==> config.mk <==
export PLATFORM = sky130hd
export DESIGN_NAME = rr_stream_arbiter_flat
export DESIGN_NICKNAME = d
export VERILOG_FILES = /design/src/rtl/rr_stream_arbiter_if.sv /design/src/rtl/rr_stream_arbiter.sv /design/src/flat_wrapper.sv
export SDC_FILE = /design/constraint.sdc
export NUM_CORES = 1
export LEC_CHECK = 0
export BUFFER_PORTS_ARGS = -buffer_cell sky130_fd_sc_hd__buf_2
export CAP_MARGIN = 20
export CELL_PAD_IN_SITES_DETAIL_PLACEMENT = 0
export CELL_PAD_IN_SITES_GLOBAL_PLACEMENT = 1
export CORE_MARGIN = 3
export CORE_UTILIZATION = 30
export CTS_BUF_LIST = sky130_fd_sc_hd__clkbuf_2
export DETAILED_ROUTE_END_ITERATION = 10
export GPL_TIMING_DRIVEN = 0
export MAX_ROUTING_LAYER = met4
export PLACE_DENSITY_LB_ADDON = 0.1
export SYNTH_ARGS = -nofsm -noshare
export SYNTH_HDL_FRONTEND = slang
export SYNTH_SLANG_ARGS = --single-unit
==> constraint.sdc <==
create_clock -name clk -period 2.15 [get_ports clk]
set_clock_uncertainty 0.1 [all_clocks]
set_input_delay 0.43 -clock clk [delete_from_list [all_inputs] [get_ports clk]]
set_output_delay 0.43 -clock clk [all_outputs]
set_load 0.02 [all_outputs]
==> src/rtl/rr_stream_arbiter_if.sv <==
// rr_stream_arbiter_if: per-channel input streams plus the merged output stream of the arbiter
interface rr_stream_arbiter_if #(
  parameter int DW = 8,
  parameter int CH = 4,
  parameter int CW = $clog2(CH)
);
  logic [DW-1:0] in_data [CH];
  logic [CH-1:0] in_valid;
  logic [CH-1:0] in_last;
  logic [CH-1:0] in_ready;
  logic [DW-1:0] out_data;
  logic [CW-1:0] out_ch;
  logic          out_last;
  logic          out_valid;
  logic          out_ready;
  modport slave (
    input  in_data, in_valid, in_last, out_ready,
    output in_ready, out_data, out_ch, out_last, out_valid
  );
  modport master (
    output in_data, in_valid, in_last, out_ready,
    input  in_ready, out_data, out_ch, out_last, out_valid
  );
endinterface

==> src/rtl/rr_stream_arbiter.sv <==
// rr_stream_arbiter: round-robin merge of CH streams into one registered stream; define RR_ARB_PKT_LOCK_EN for packet lock
module rr_stream_arbiter #(
  parameter int DW = 8,
  parameter int CH = 4,
  parameter int CW = $clog2(CH)
) (
  input logic clk,
  input logic rst_n,
  rr_stream_arbiter_if.slave bus
);
  logic [CW-1:0] r_ptr;
  logic [DW-1:0] r_out_data;
  logic [CW-1:0] r_out_ch;
  logic          r_out_last;
  logic          r_out_valid;
  logic          w_load;
  logic          w_any;
  logic [CW-1:0] w_win;
  logic [CH-1:0] w_elig;
`ifdef RR_ARB_PKT_LOCK_EN
  logic          r_locked;
  logic [CW-1:0] r_lock_ch;
  assign w_elig = r_locked ? (bus.in_valid & (CH'(1) << r_lock_ch)) : bus.in_valid;
`else
  assign w_elig = bus.in_valid;
`endif
  assign w_load = !r_out_valid || bus.out_ready;
  // no grant is issued while reset is held, so nothing is accepted and then dropped
  assign bus.in_ready  = (rst_n && w_load && w_any) ? (CH'(1) << w_win) : '0;
  assign bus.out_data  = r_out_data;
  assign bus.out_ch    = r_out_ch;
  assign bus.out_last  = r_out_last;
  assign bus.out_valid = r_out_valid;
  // winner: first eligible channel scanning upward from ptr with wrap at CH
  always_comb begin
    w_any = 1'b0;
    w_win = '0;
    for (int k = CH - 1; k >= 0; k--)
      if (w_elig[(int'(r_ptr) + k) % CH]) begin
        w_any = 1'b1;
        w_win = CW'((int'(r_ptr) + k) % CH);
      end
  end
  // output register, round-robin pointer and optional packet lock
  always_ff @(posedge clk) begin
    if (!rst_n) begin
      r_ptr       <= '0;
      r_out_data  <= '0;
      r_out_ch    <= '0;
      r_out_last  <= 1'b0;
      r_out_valid <= 1'b0;
`ifdef RR_ARB_PKT_LOCK_EN
      r_locked    <= 1'b0;
      r_lock_ch   <= '0;
`endif
    end else if (w_load) begin
      r_out_valid <= w_any;
      if (w_any) begin
        r_out_data <= bus.in_data[w_win];
        r_out_ch   <= w_win;
        r_out_last <= bus.in_last[w_win];
`ifdef RR_ARB_PKT_LOCK_EN
        r_locked   <= !bus.in_last[w_win];
        r_lock_ch  <= w_win;
        if (bus.in_last[w_win]) r_ptr <= (w_win == CW'(CH - 1)) ? '0 : w_win + 1'b1;
`else
        r_ptr      <= (w_win == CW'(CH - 1)) ? '0 : w_win + 1'b1;
`endif
      end
    end
  end
endmodule

==> src/flat_wrapper.sv <==
// flat-port wrapper written by rule: the top's interface ports become plain ports
module rr_stream_arbiter_flat 
#(
  parameter int DW = 8,
  parameter int CH = 4,
  parameter int CW = $clog2(CH)
)
  (clk, rst_n, bus_in_data, bus_in_valid, bus_in_last, bus_out_ready, bus_in_ready, bus_out_data, bus_out_ch, bus_out_last, bus_out_valid);
  rr_stream_arbiter_if #(.DW(DW), .CH(CH), .CW(CW)) bus_i ();
  input logic clk;
  input logic rst_n;
  input wire logic [$bits(bus_i.in_data)-1:0] bus_in_data;
  input wire logic [$bits(bus_i.in_valid)-1:0] bus_in_valid;
  input wire logic [$bits(bus_i.in_last)-1:0] bus_in_last;
  input wire logic [$bits(bus_i.out_ready)-1:0] bus_out_ready;
  output wire logic [$bits(bus_i.in_ready)-1:0] bus_in_ready;
  output wire logic [$bits(bus_i.out_data)-1:0] bus_out_data;
  output wire logic [$bits(bus_i.out_ch)-1:0] bus_out_ch;
  output wire logic [$bits(bus_i.out_last)-1:0] bus_out_last;
  output wire logic [$bits(bus_i.out_valid)-1:0] bus_out_valid;
  assign bus_i.in_data = {>>{bus_in_data}};
  assign bus_i.in_valid = bus_in_valid;
  assign bus_i.in_last = bus_in_last;
  assign bus_i.out_ready = bus_out_ready;
  assign bus_in_ready = bus_i.in_ready;
  assign bus_out_data = bus_i.out_data;
  assign bus_out_ch = bus_i.out_ch;
  assign bus_out_last = bus_i.out_last;
  assign bus_out_valid = bus_i.out_valid;
  rr_stream_arbiter #(.DW(DW), .CH(CH), .CW(CW)) u_core (.clk(clk), .rst_n(rst_n), .bus(bus_i));
endmodule
---- Word level (Yosys, flattened, before mapping) ----
Index checks and enable logic that the tools add are counted.
storage, ports and cells
  bits in latches ......................... 0
  memory bits (read-only) ................. 0
  memory bits (writable) .................. 0
  memories kept ........................... 0
  input port bits ......................... 43
  bits in registers ....................... 14
  output and inout port bits .............. 16
operators by class
  order comparisons ....................... 6
  bitwise gates (word level) .............. 4
  shifts and indexed selects .............. 1
  multipliers ............................. 0
  add/sub/neg operators ................... 4
  equality and inequality tests ........... 1
  div/mod/pow operators ................... 0
  reductions and logical operators ........ 8
  muxes and demuxes ....................... 26
operators with widths
  operator             number
  $bmux 8 s2           1
  $mux 8               2
  $lt 3x4->1 const B   3
  $mux 1               12
  $bmux 1 s2           5
  $mux 2               5
  $lt 2x3->1 const B   2
  $reduce_or 2->1      3
  $add 2x1->2 const B  2
  $add 2x2->2 const B  2
  $mux 4               1
  $shl 1x2->4 const A  1
  $and 1x1->1 const A  3
  $ge 3x3->1 const B   1
  $not 2->3            1
  $eq 2x2->1 const B   1
  $logic_and 1x1->1    2
  $reduce_and 2->1     1
  $logic_not 1->1      1
  $logic_or 1x1->1     1

---- Depth between registers and ports, before layout ----
  depth after elaboration ................. 14
  depth in mapped cells ................... 7

---- Worst setup path after synthesis ----
Ideal clock, no wire load.
  path type ............................... register to output
  start ................................... register u_core.r_ptr[1]
  end ..................................... output port bus_in_ready[1]
  arrival ................................. 1.500 ns
  slack ................................... 0.120 ns
  required time ........................... 1.620 ns
  buffers on the path ..................... 1
  stages on the path, launching flop included .. 7
  cells stage by stage .................... dfxtp_1 mux2i_1 nor2_1 nor3_4 nand3_2 buf_4 nor2_1
on the way
  cells in the longest elaborated chain, start to end .. 10
RTL lines
  what                                                     line                                              text
  from (decl)                                              rr_stream_arbiter.sv:11                           logic [CW-1:0] r_ptr;
  from (signal assigned)                                   rr_stream_arbiter.sv:67                           r_ptr <= (w_win == CW'(CH - 1)) ? '0 : w_win + 1'b1;
  $add 2x2->2                                              rr_stream_arbiter.sv:39, rr_stream_arbiter.sv:41
  $bmux 1 s2                                               rr_stream_arbiter.sv:39                           if (w_elig[(int'(r_ptr) + k) % CH]) begin
  $mux 1 (not written as such) (2 in a row)                rr_stream_arbiter.sv:39
  $mux 2 / $mux 1 (equally long branches) (4 in a row)     rr_stream_arbiter.sv:39
  $shl 1x2->4 / $logic_and 1x1->1 (equally long branches)  rr_stream_arbiter.sv:29                           assign bus.in_ready = (rst_n && w_load && w_any) ? (CH'(1) << w_win) : '0;
  $mux 4 (*)                                               rr_stream_arbiter.sv:29
  to (decl)                                                flat_wrapper.sv:16                                output wire logic [$bits(bus_i.in_ready)-1:0] bus_in_ready;
Mark *: on every way between the ends. The rest lies on a longest branch, timed or not. The select of a mux whose other input is x is not followed.

---- Final worst setup path ----
  start ................................... register u_core.r_ptr[1]
  end ..................................... output port bus_in_ready[2]
Same word-level chain as after synthesis.

==> key figures <==
GRT
  – Initial antenna violation count: 0
  – Global-route wire length before repair: 3.76 mm
  – Pin count of the biggest net entering global routing: 11
  – Total track usage: 0.145
  – Global route overflow: 0
  – Vias in the first global route: around 860

Critical path
  – Worst path required time: 1.62 ns
  – Worst R2R Start: u_core.r_ptr[1]
  – Crit path largest cell delay: around 0.40 ns
  – Reg-to-reg endpoint: u_core.bus.out_data[5]
  – CP Cell Sequence: mux2i_1 -> nor2_1 -> nor3_4 -> inv_1 -> ha_2 -> and3_4 -> buf_6
  – CP bufs+invs: 2
  – Critical path data arrival time: about 1.7 ns
  – Crit path max-delay cell type: dfxtp_4
  – R2R cell count: 12
  – Reg2Reg Setup Slack: -0.05 ns
  – CP Depth: 7
  – WS Path Type: flop to output pin
  – CP Max Fanout: 5
  – Crit path max-delay family: simple AND/OR/NAND/NOR gates
  – Startpoint types: flop
  – CP endpoint kind: output pin

Synth
  – Post-Synthesis Cells: 89
  – Post-synth top cells: mux2i_1 (21), dfxtp_1 (14), nand2_1 (12), o221ai_1 (8)
  – Syn Nets: approximately 130
  – Biggest area consumer among synthesized cells: dfxtp_1
  – Synth unique cells: 27
  – Synth top area cells: dfxtp_1 (31%), mux2i_1 (24%), o221ai_1 (7.9%)
  – Cell Area, Synth: 891 um^2
  – Asr flop ratio synth: 0
  – Yosys top cell area share: 0.315
  – Most used flip-flop cell after synthesis: dfxtp_1
  – Syn_area_per_cell: roughly 10 um^2
  – Synth warn: 0
  – FF+latch count, synth: 14
  – Sequential fraction of the synthesis area: 0.315
  – Count leader, synth: mux2i_1
  – Post-synth EDFFs: 0

Power
  – Pwr/cell area: 617 nW/um^2
  – Clock power share: 0.151
  – Final Power: between 800 and 900 uW
  – Net switching power: 306 uW
  – Worst vdd ir: roughly 340 uV
  – Reg power frac: 0.380
  – Switching portion of total power: 0.362
  – Internal power: between 500 and 600 uW
  – Logic pwr share: 0.469
  – LEAKAGE: 0.000699 uW

Routing
  – Routed vias: 944
  – Drt drc: 0
  – Drt total wl: roughly 2.6 mm
  – Number of DRC markers after the initial detailed-route iteration: 8
  – Post-route ant nets: 0
  – Vias per cell: just under 5
  – TritonRoute pass-1 iters: 4
  – Wire per inst: about 13 um

Timing
  – RSZ-0062 raised after global routing: true
  – Worst setup margin: -0.0566 ns
  – Total negative slack: -0.169 ns
  – Fmax: approximately 450 MHz
  – Measured slew at the worst slew-check pin: slightly above 0.4 ns
  – Period minus WS final: between 2 and 2.5 ns
  – Final setup viols: 5
  – Fin. max-slew vios: 0
  – Worst slew margin: 0.723
  – Tcrit/Tclk final: 1.03
  – Final Hold Fails: 0

Floorplan
  – Core ar.: ~2800 um^2
  – Die W: a little over 60 um
  – Starting Density: 0.320
  – # rows: 19
  – Die area: between 3000 and 4000 um^2
  – Die Span Y: 60.5 um
  – IO Count: between 50 and 60

Cells and area
  – Multi-input gate area: 568 um^2
  – Synth-to-Final Area Change: 53.8%
  – Final instance area: about 1400 um^2
  – # diodes: 0
  – Share of cells above drive strength 1: 0.555
  – Register area: ~280 um^2
  – Fill cell count: between 200 and 300
  – NumNets Final: roughly 210

Clock tree
  – CTS sink cnt: 14
  – TritonCTS clock tree: done
  – CTS hold repair buffers: 0
  – Clk_lat worst skew: ~0.26 ns
  – Max Buffers Root-to-Sink: 2
  – Root buffer cell: clkbuf_2
  – Clock transition at the registers of the reported paths: approximately 0.16 ns
  – Clock buffer count from CTS: 3
  – CTS H-tree lvls: 1

Run
  – Max Cap Viol: 0

Run status
  – Failing checks: setup timing
  – Status: complete, but fails checks

Hold path
  – Worst hold stages: 3
  – Hold Path Sink: u_core.bus.out_data[2]
  – Hold Crit Class: input pin to flop
  – Hold wc startpoint: bus_in_data[18]

Place
  – Buffers on Ports: between 50 and 60
  – GP Congestion: 0.696
  – Placed cell areas: between 1000 and 1500 um^2
  – Post-detail-place hpwl: ~1.9 mm
-- worst min-delay path: cells and delay by family --
family,cells,cell delay (ns)
buffers and inverters,1,0.07
AOI/OAI and AO/OA,1,0.15
muxes,1,0.05
-- final cells by class --
cell class	instances	share of cell area
Multi-Input combinational cell	66	0.415
Timing Repair Buffer	71	0.293
Sequential cell	14	0.207
Buffer	5	0.0320
Tap cell	31	0.0283
Clock buffer	3	0.0110
Inverter	4	0.0110
Clock inverter	1	0.00274
-- logic make-up (layout without fill, tap and decap cells) --
kind of cell,count (synthesis),after routing,synth area share
buf+inv,9,84,0.0618
flops,14,14,0.315
simple gates,26,26,0.178
compound gates,18,18,0.195
fa+ha+maj,1,1,0.0140
mux,21,21,0.236
-- cells in the final DEF, fill, tap and decap left out, drive strengths merged --
master | netlist | routed
buf | 4 | 75
a21boi | 1 | 1
mux2i | 21 | 21
o21ai | 1 | 1
nor4 | 1 | 1
a2bb2oi | 1 | 1
ha | 1 | 1
inv | 4 | 4
nor3b | 1 | 1
nor2 | 4 | 4
and3 | 1 | 1
o221ai | 9 | 9
nor3 | 1 | 1
a21oi | 5 | 5
nand2 | 12 | 12
nor2b | 3 | 3
clkbuf | 1 | 4
o211a | 1 | 1
nand3b | 2 | 2
nand3 | 1 | 1
clkinv | 0 | 1
dfxtp | 14 | 14
-- worst max-delay path by stage --
stage          slack (ns)             from         endpoint
2_1_floorplan        0.12  u_core.r_ptr[1]  bus_in_ready[1]
3_3_place_gp        -0.06  bus_in_valid[1]  bus_in_ready[2]
3_5_place_dp        -0.06  bus_in_valid[0]  bus_in_ready[2]
4_1_cts             -0.08  u_core.r_ptr[1]  bus_in_ready[2]
5_1_grt             -0.22  u_core.r_ptr[1]  bus_in_ready[2]
6_report            -0.06  u_core.r_ptr[1]  bus_in_ready[2]
-- timing repair --
action / in CTS / in global routing
setup buffers: 11 / 3
pin swaps: 3 / 0
gates resized for setup: 9 / 1
setup endpoints to repair: 4 / 5
-- metrics by stage --
stage / cells / hold WS, ns / utilization / setup slack (ns)
floorplan: 89 / 0.426 / - / 0.120
global route: 195 / 0.323 / 0.493 / -0.215
finish: 195 / 0.339 / 0.493 / -0.0566
CTS: 192 / 0.321 / 0.483 / -0.0846
detailed placement: 177 / 0.351 / 0.437 / -0.0628
global placement: 177 / 0.338 / 0.437 / -0.0575
-- flip-flops by register name, summed over array words and instances (netlist names) --
name / flops
u_core.r_ptr: 2
u_core.bus.out_last: 1
u_core.bus.out_ch: 2
u_core.bus.out_data: 8
u_core.bus.out_valid: 1
-- power by group through the flow --
stage                     logic, uW  registers (uW)  clock network, uW
after global placement          343             325                  0
after global routing            432             327                148
after CTS                       389             321                137
after floorplan                 197             365                  0
after detailed placement        349             327                  0
final                           396             321                127
-- layer usage --
metal	up-vias	track usage	part of all wire
met5	-	-	0
met4	0	0.0557	0.0082
met3	2	0.0319	0.056
met2	27	0.255	0.55
met1	438	0.159	0.39
li1	477	-	-
Note: power is estimated with default switching activity, not from simulation.
